==> src/rtl/wb_arbiter.sv <==
// wb_arbiter -- two-requester write-back arbiter feeding a single register-file
// write port through a one-entry commit stage.
//
// Configuration macro: WB_ARB_RR_EN
//   defined   : round-robin between A and B on simultaneous requests, using a
//               1-bit last_grant pointer (A wins the first tie after reset).
//   undefined : fixed priority, A always wins a tie; no pointer is built.
//
// Ports
//   clk, reset                 clock, asynchronous active-high reset
//   a_valid/a_reg/a_data       requester A write-back request
//   a_ready                    A's request is accepted this cycle
//   b_valid/b_reg/b_data       requester B write-back request
//   b_ready                    B's request is accepted this cycle
//   hold                       downstream stall, freezes the commit stage
//   RegWrite                   register-file write enable
//   Write_register/Write_data  register-file write index / data
//   Read_register1/2           indices being read from the register file
//   pend1/pend2                staged write targets Read_register1/2
//   fwd_data                   staged write data for forwarding
module wb_arbiter #(
  parameter int DW = 32,
  parameter int AW = 5
) (
  input  logic          clk,
  input  logic          reset,
  input  logic          a_valid,
  input  logic [AW-1:0] a_reg,
  input  logic [DW-1:0] a_data,
  output logic          a_ready,
  input  logic          b_valid,
  input  logic [AW-1:0] b_reg,
  input  logic [DW-1:0] b_data,
  output logic          b_ready,
  input  logic          hold,
  output logic          RegWrite,
  output logic [AW-1:0] Write_register,
  output logic [DW-1:0] Write_data,
  input  logic [AW-1:0] Read_register1,
  input  logic [AW-1:0] Read_register2,
  output logic          pend1,
  output logic          pend2,
  output logic [DW-1:0] fwd_data
);

  // Commit stage
  logic          out_valid_reg, out_valid_next;
  logic [AW-1:0] out_reg_reg,   out_reg_next;
  logic [DW-1:0] out_data_reg,  out_data_next;

  logic stage_free;
  logic grant_a;
  logic grant_b;
  logic xfer;

  // The stage can take a new entry when empty, or when its current entry
  // is leaving this cycle (valid and not stalled).
  assign stage_free = !out_valid_reg || !hold;

`ifdef WB_ARB_RR_EN
  // last_grant_reg: 1 = B was granted last, so A wins the next tie.
  logic last_grant_reg;

  assign grant_a = a_valid && (!b_valid || last_grant_reg);

  always_ff @(posedge clk or posedge reset) begin
    if (reset) begin
      last_grant_reg <= 1'b1;
    end else if (xfer) begin
      last_grant_reg <= grant_b;
    end
  end
`else
  assign grant_a = a_valid;
`endif

  assign grant_b = b_valid && !grant_a;

  // Ready is masked by reset so nothing is offered while reset is held.
  assign a_ready = !reset && stage_free && grant_a;
  assign b_ready = !reset && stage_free && grant_b;
  assign xfer    = a_ready || b_ready;

  always_comb begin
    out_valid_next = out_valid_reg;
    out_reg_next   = out_reg_reg;
    out_data_next  = out_data_reg;
    if (stage_free) begin
      out_valid_next = xfer;
      if (a_ready) begin
        out_reg_next  = a_reg;
        out_data_next = a_data;
      end else if (b_ready) begin
        out_reg_next  = b_reg;
        out_data_next = b_data;
      end
    end
  end

  always_ff @(posedge clk or posedge reset) begin
    if (reset) begin
      out_valid_reg <= 1'b0;
      out_reg_reg   <= '0;
      out_data_reg  <= '0;
    end else begin
      out_valid_reg <= out_valid_next;
      out_reg_reg   <= out_reg_next;
      out_data_reg  <= out_data_next;
    end
  end

  // Register 0 is hard-wired: writes to it are staged but never performed.
  assign RegWrite       = out_valid_reg && !hold && (out_reg_reg != '0);
  assign Write_register = out_reg_reg;
  assign Write_data     = out_data_reg;
  assign fwd_data       = out_data_reg;

  // Hazard flags, one per read port.
  logic [AW-1:0] rd_idx [2];
  logic [1:0]    pend;

  assign rd_idx[0] = Read_register1;
  assign rd_idx[1] = Read_register2;

  genvar gi;
  generate
    for (gi = 0; gi < 2; gi++) begin : g_pend
      assign pend[gi] = out_valid_reg && (out_reg_reg == rd_idx[gi]) && (rd_idx[gi] != '0);
    end
  endgenerate

  assign pend1 = pend[0];
  assign pend2 = pend[1];

endmodule

==> config.mk <==
export PLATFORM = sky130hd
export DESIGN_NAME = wb_arbiter
export DESIGN_NICKNAME = d
export VERILOG_FILES = /design/src/rtl/wb_arbiter.sv
export SDC_FILE = /design/constraint.sdc
export NUM_CORES = 1
export LEC_CHECK = 0
export ABC_AREA = 0
export BUFFER_PORTS_ARGS = -buffer_cell sky130_fd_sc_hd__buf_2
export CELL_PAD_IN_SITES_DETAIL_PLACEMENT = 2
export CELL_PAD_IN_SITES_GLOBAL_PLACEMENT = 2
export CORE_MARGIN = 2
export CORE_UTILIZATION = 21
export DETAILED_ROUTE_END_ITERATION = 10
export PLACE_DENSITY_LB_ADDON = 0.1
export RECOVER_POWER = 100
export SYNTH_ARGS = -nofsm -noshare
export SYNTH_HDL_FRONTEND = slang
export SYNTH_SLANG_ARGS = --single-unit
==> constraint.sdc <==
create_clock -name clk -period 1.3 [get_ports clk]
set_input_delay 0.065 -clock clk [delete_from_list [all_inputs] [get_ports clk]]
set_output_delay 0.065 -clock clk [all_outputs]
set_load 0.02 [all_outputs]
After elaboration in Yosys (flattened, before gate mapping) --
Index checks and enable logic that the tools add are counted.
Word-level totals: memory bits (read-only) 0, logic and storage cells 30, bits in latches 0, memories kept 0, input port bits 89, RAM bits 0, output and inout bits 74, flip-flop bits (word level) 38
Cells by class: $mul 0, eq/ne operators 2, div/mod/pow operators 0, $lt $le $gt $ge 0, reduce and logical (&&, ||, !) cells 21, bitwise operators 0, add/sub/neg operators 0, shifts and indexed selects 0, muxes and demuxes 4
Operators by type and width (number):
- 32-bit 2-to-1 mux | 2
- 5-bit nonzero test | 3
- 5-bit equality test | 2
- 1-bit logical AND | 10
- 5-bit 2-to-1 mux | 2
- 1-bit zero test | 4
- 1-bit logical OR | 2
- 2-bit AND reduction | 1
- 2-bit nonzero test | 1

Depth between registers and ports, before layout --
depth after elaboration 6, gate-level depth with buffers 5, depth with buffers taken out 3

Least setup slack after synthesis --
Ideal clock, no wire load.
path type input -> register, start input port reset, end register out_data_reg[10], in the netlist Write_data[10], data arrival time 1.868 ns, setup time 0.126 ns, stages 4, path buffers 1, path slack -0.693 ns, cells stage by stage inv_1 nand2_1 buf_4 a221o_1
On the way: longest elaborated chain between the ends 5, elaborated cells on any way between the ends 7, classes of those cells mux: 1; reduce/logical: 6
Ends and longest elaborated chain:
- from (decl) | RTL line 26 | input logic reset,
- 1-bit zero test (no line) (*)
- 1-bit logical AND (*) | RTL line 80, 81
- 1-bit logical AND (on tied branches) | RTL line 80, 81
- 2-bit nonzero test (no line)
- 2-bit AND reduction (no line)
- to (signal assigned) | RTL line 108 | out_data_reg <= out_data_next;
- to (decl) | RTL line 49 | logic [DW-1:0] out_data_reg, out_data_next;
Mark *: on every way between the ends. The rest lies on a longest branch, timed or not. A chain may end at the register's enable or synchronous reset.

Final worst setup path --
start register out_reg_reg[4], in the netlist Write_register[4], end output port pend2
On the way: longest elaborated chain between the ends 3
Ends and longest elaborated chain:
- from (decl) | RTL line 48 | logic [AW-1:0] out_reg_reg, out_reg_next;
- from (signal assigned) | RTL line 107 | out_reg_reg <= out_reg_next;
- 5-bit equality test | RTL line 128 | assign pend[gi] = out_valid_reg && (out_reg_reg == rd_idx[gi]) && (rd_idx[gi] != '0);
- 1-bit logical AND (2 in a row) | RTL line 128
- to (decl) | RTL line 42 | output logic pend2,
Every way passes these cells.

==> flow_metrics.tcl <==
set metrics [dict create \
    setup_viol 42 \
    powerDensity_nw_per_um2 1320 \
    dpl.hpwl_um 6680 \
    ys_types 26 \
    maxCapViolCount 0 \
    path_max_fanout 3 \
    grt_use_total 0.154 \
    synth_area_leader_cell "dfrtp_1" \
    gp_congestion 0.727 \
    vias 2444 \
    slew_headroom 0.303 \
    port_buffers 162 \
    nets 461 \
    layout_common_cells "buf_2, clkbuf_1, dfrtp_1, and3b_1, a21oi_1" \
    ctsRootBufferMaster "clkbuf_16" \
    hp-start "a_data[21]" \
    final_cell_count_no_fill 513 \
    wl_per_cell_um 18.8 \
    ios 163 \
    synth_top_area_frac 0.400 \
    synthCells 226 \
    hold_violations 0 \
    seq_area_frac_synth 0.400 \
    initial_core_util 0.217 \
    cp.arrival_ns 1.58 \
    syn-cell-area_um2 2380 \
    grt_setup_unrepaired "yes" \
    synth_fp_nets 315 \
    yosysWarnings 0 \
    hold_buffers 0 \
    total_power_mw 4.88 \
    status "finished with violations" \
    rows 38 \
    cts_buffers 5 \
    synth_area_per_cell_um2 10.5 \
    drc 0 \
    finalCritPeriodShare 1.27 \
    worst_setup_hold_path_clk_slew_ns 0.06 \
    worst_slack_ns -0.349 \
    grt_first_pass_wirelength_um 14100 \
    overflow 0 \
    cts_tree "built" \
    vdd_ir_drop_max_uv 512 \
    p_sw_mw 1.85 \
    leakagePower_nw 1.63 \
    die_h_um 110 \
    die_x_um 110 \
    tns_ns -3.90 \
    combPwrFrac 0.389 \
    grt_max_degree 39 \
    coreArea_um2 10900 \
    vias_per_cell 4.76 \
    tightest_slew_ns 1.05 \
    maxSlewViolCount 0 \
    drive_gt1_frac 0.426 \
    grt_pass1_vias 2612 \
    area_growth_pct 55.7 \
    wl_um 9650 \
    cts.sinks 38 \
    hold_class "primary input to register" \
    crit_type "register to output port" \
    final_common_cell "buf_2" \
    fmax_ghz 0.607 \
    finalCriticalPeriod_ns 1.65 \
    clock_latency_ns 0.28 \
    drt_iter0_drc 61 \
    antenna_cells 0 \
    reg2reg_from "out_valid_reg$_DFFE_PP0P_" \
    synthTopCellsByArea "dfrtp_1, buf_4, o2bb2ai_1" \
    clockBufferDepth 2 \
    swShare 0.379 \
    violations "setup timing" \
    seqPwrFrac 0.334 \
    first_pass_iters 4 \
    largest_register_ffs 32 \
    antenna_found_initial 0 \
    cts_htree_levels 2 \
    critPathLaunchType "register" \
    cellInternalPower_mw 3.03 \
    pre_cts_ws_ns -0.140 \
    crit_start "Write_register[4]$_DFFE_PP0P_" \
    ant_nets 0 \
    fin_util 0.339 \
    cp-end-kind "output port" \
    critPathRequiredTime_ns 1.24 \
    synth_seq_cells 38 \
    skew_ns 0.00401 \
    p_clk_frac 0.277 \
    placedCellCount 495 \
    die-area_um2 12200 \
]
-- area by class of cell --
| type | count | area (µm²) |
|---|---|---|
| inverters | 1 | 5.00 |
| clock buffers | 8 | 166 |
| fillers | 1253 | 7230 |
| flip-flops and latches | 38 | 951 |
| well taps | 140 | 175 |
| repair buffers | 190 | 1090 |
| multi-input cells | 136 | 1320 |
-- routing by layer --
metal | GRT usage | part of all wire | vias to the layer above
li1 | - | - | 1124
met4 | 0.0330 | 0.011 | 0
met1 | 0.183 | 0.42 | 1214
met3 | 0.0335 | 0.070 | 8
met2 | 0.284 | 0.50 | 98
met5 | 0 | 0 | -
-- through the flow --
stage	hold WS (ns)	cell area, µm²
5_1_grt	0.0145	3700
2_1_floorplan	0.0473	2420
6_report	0.0136	3700
4_1_cts	0.0110	3620
3_5_place_dp	0.301	3230
3_3_place_gp	0.297	3230
-- cells by family after synthesis --
family / Yosys count / synth area share
compound gates: 77 / 0.268
flops: 38 / 0.400
simple gates: 48 / 0.142
xor+xnor: 10 / 0.0368
buf+inv: 53 / 0.153
-- worst max-delay path, cell delays in order, from the launching register on --
cell and delay (ns):
dfrtp_1 0.38, or4_4 0.55, nor2_4 0.15, nor4_2 0.07, buf_4 0.16
-- final timing paths --
| check | to | slack (ns) | cells after the start |
|---|---|---|---|
| worst min-delay path | Write_data[21]$_DFFE_PP0P_ | 0.01 | 2 |
| worst max-delay path | pend2 | -0.35 | 4 |
| worst max register to register | Write_data[18]$_DFFE_PP0P_ | -0.14 | 4 |
| min in group asynchronous | Write_data[22]$_DFFE_PP0P_ | 0.33 | 3 |
| max in group asynchronous | Write_data[14]$_DFFE_PP0P_ | 0.32 | 3 |
| worst min register to register | Write_data[0]$_DFFE_PP0P_ | 0.52 | 1 |
-- power groups by stage --
stage | Sequential, mW | Clock (mW) | Combinational (mW)
6_report | 1.63 | 1.35 | 1.90
5_1_grt | 1.67 | 1.43 | 2.05
4_1_cts | 1.61 | 1.39 | 1.94
3_5_place_dp | 1.62 | 0 | 1.81
3_3_place_gp | 1.60 | 0 | 1.79
2_1_floorplan | 1.87 | 0 | 1.02
-- Yosys cell counts (all sizes together) --
cell     instances
a21oi           20
and2             1
nor2b           16
and3b           19
nor3b            1
xnor2            6
buf             48
a32o            17
a22oi            1
nand4            2
dfrtp           38
nor2             3
nand2            3
or4              1
o21ai            2
a221o           17
inv              1
xor2             4
clkbuf           4
nor4             2
o2bb2ai         20
-- repair_timing --
item,CTS,global route
pin swaps,7,3
gates cloned,4,1
setup buffers,5,0
setup endpoints to repair,27,42
gates resized for setup,27,23
Note: power is estimated with default switching activity, not from simulation.
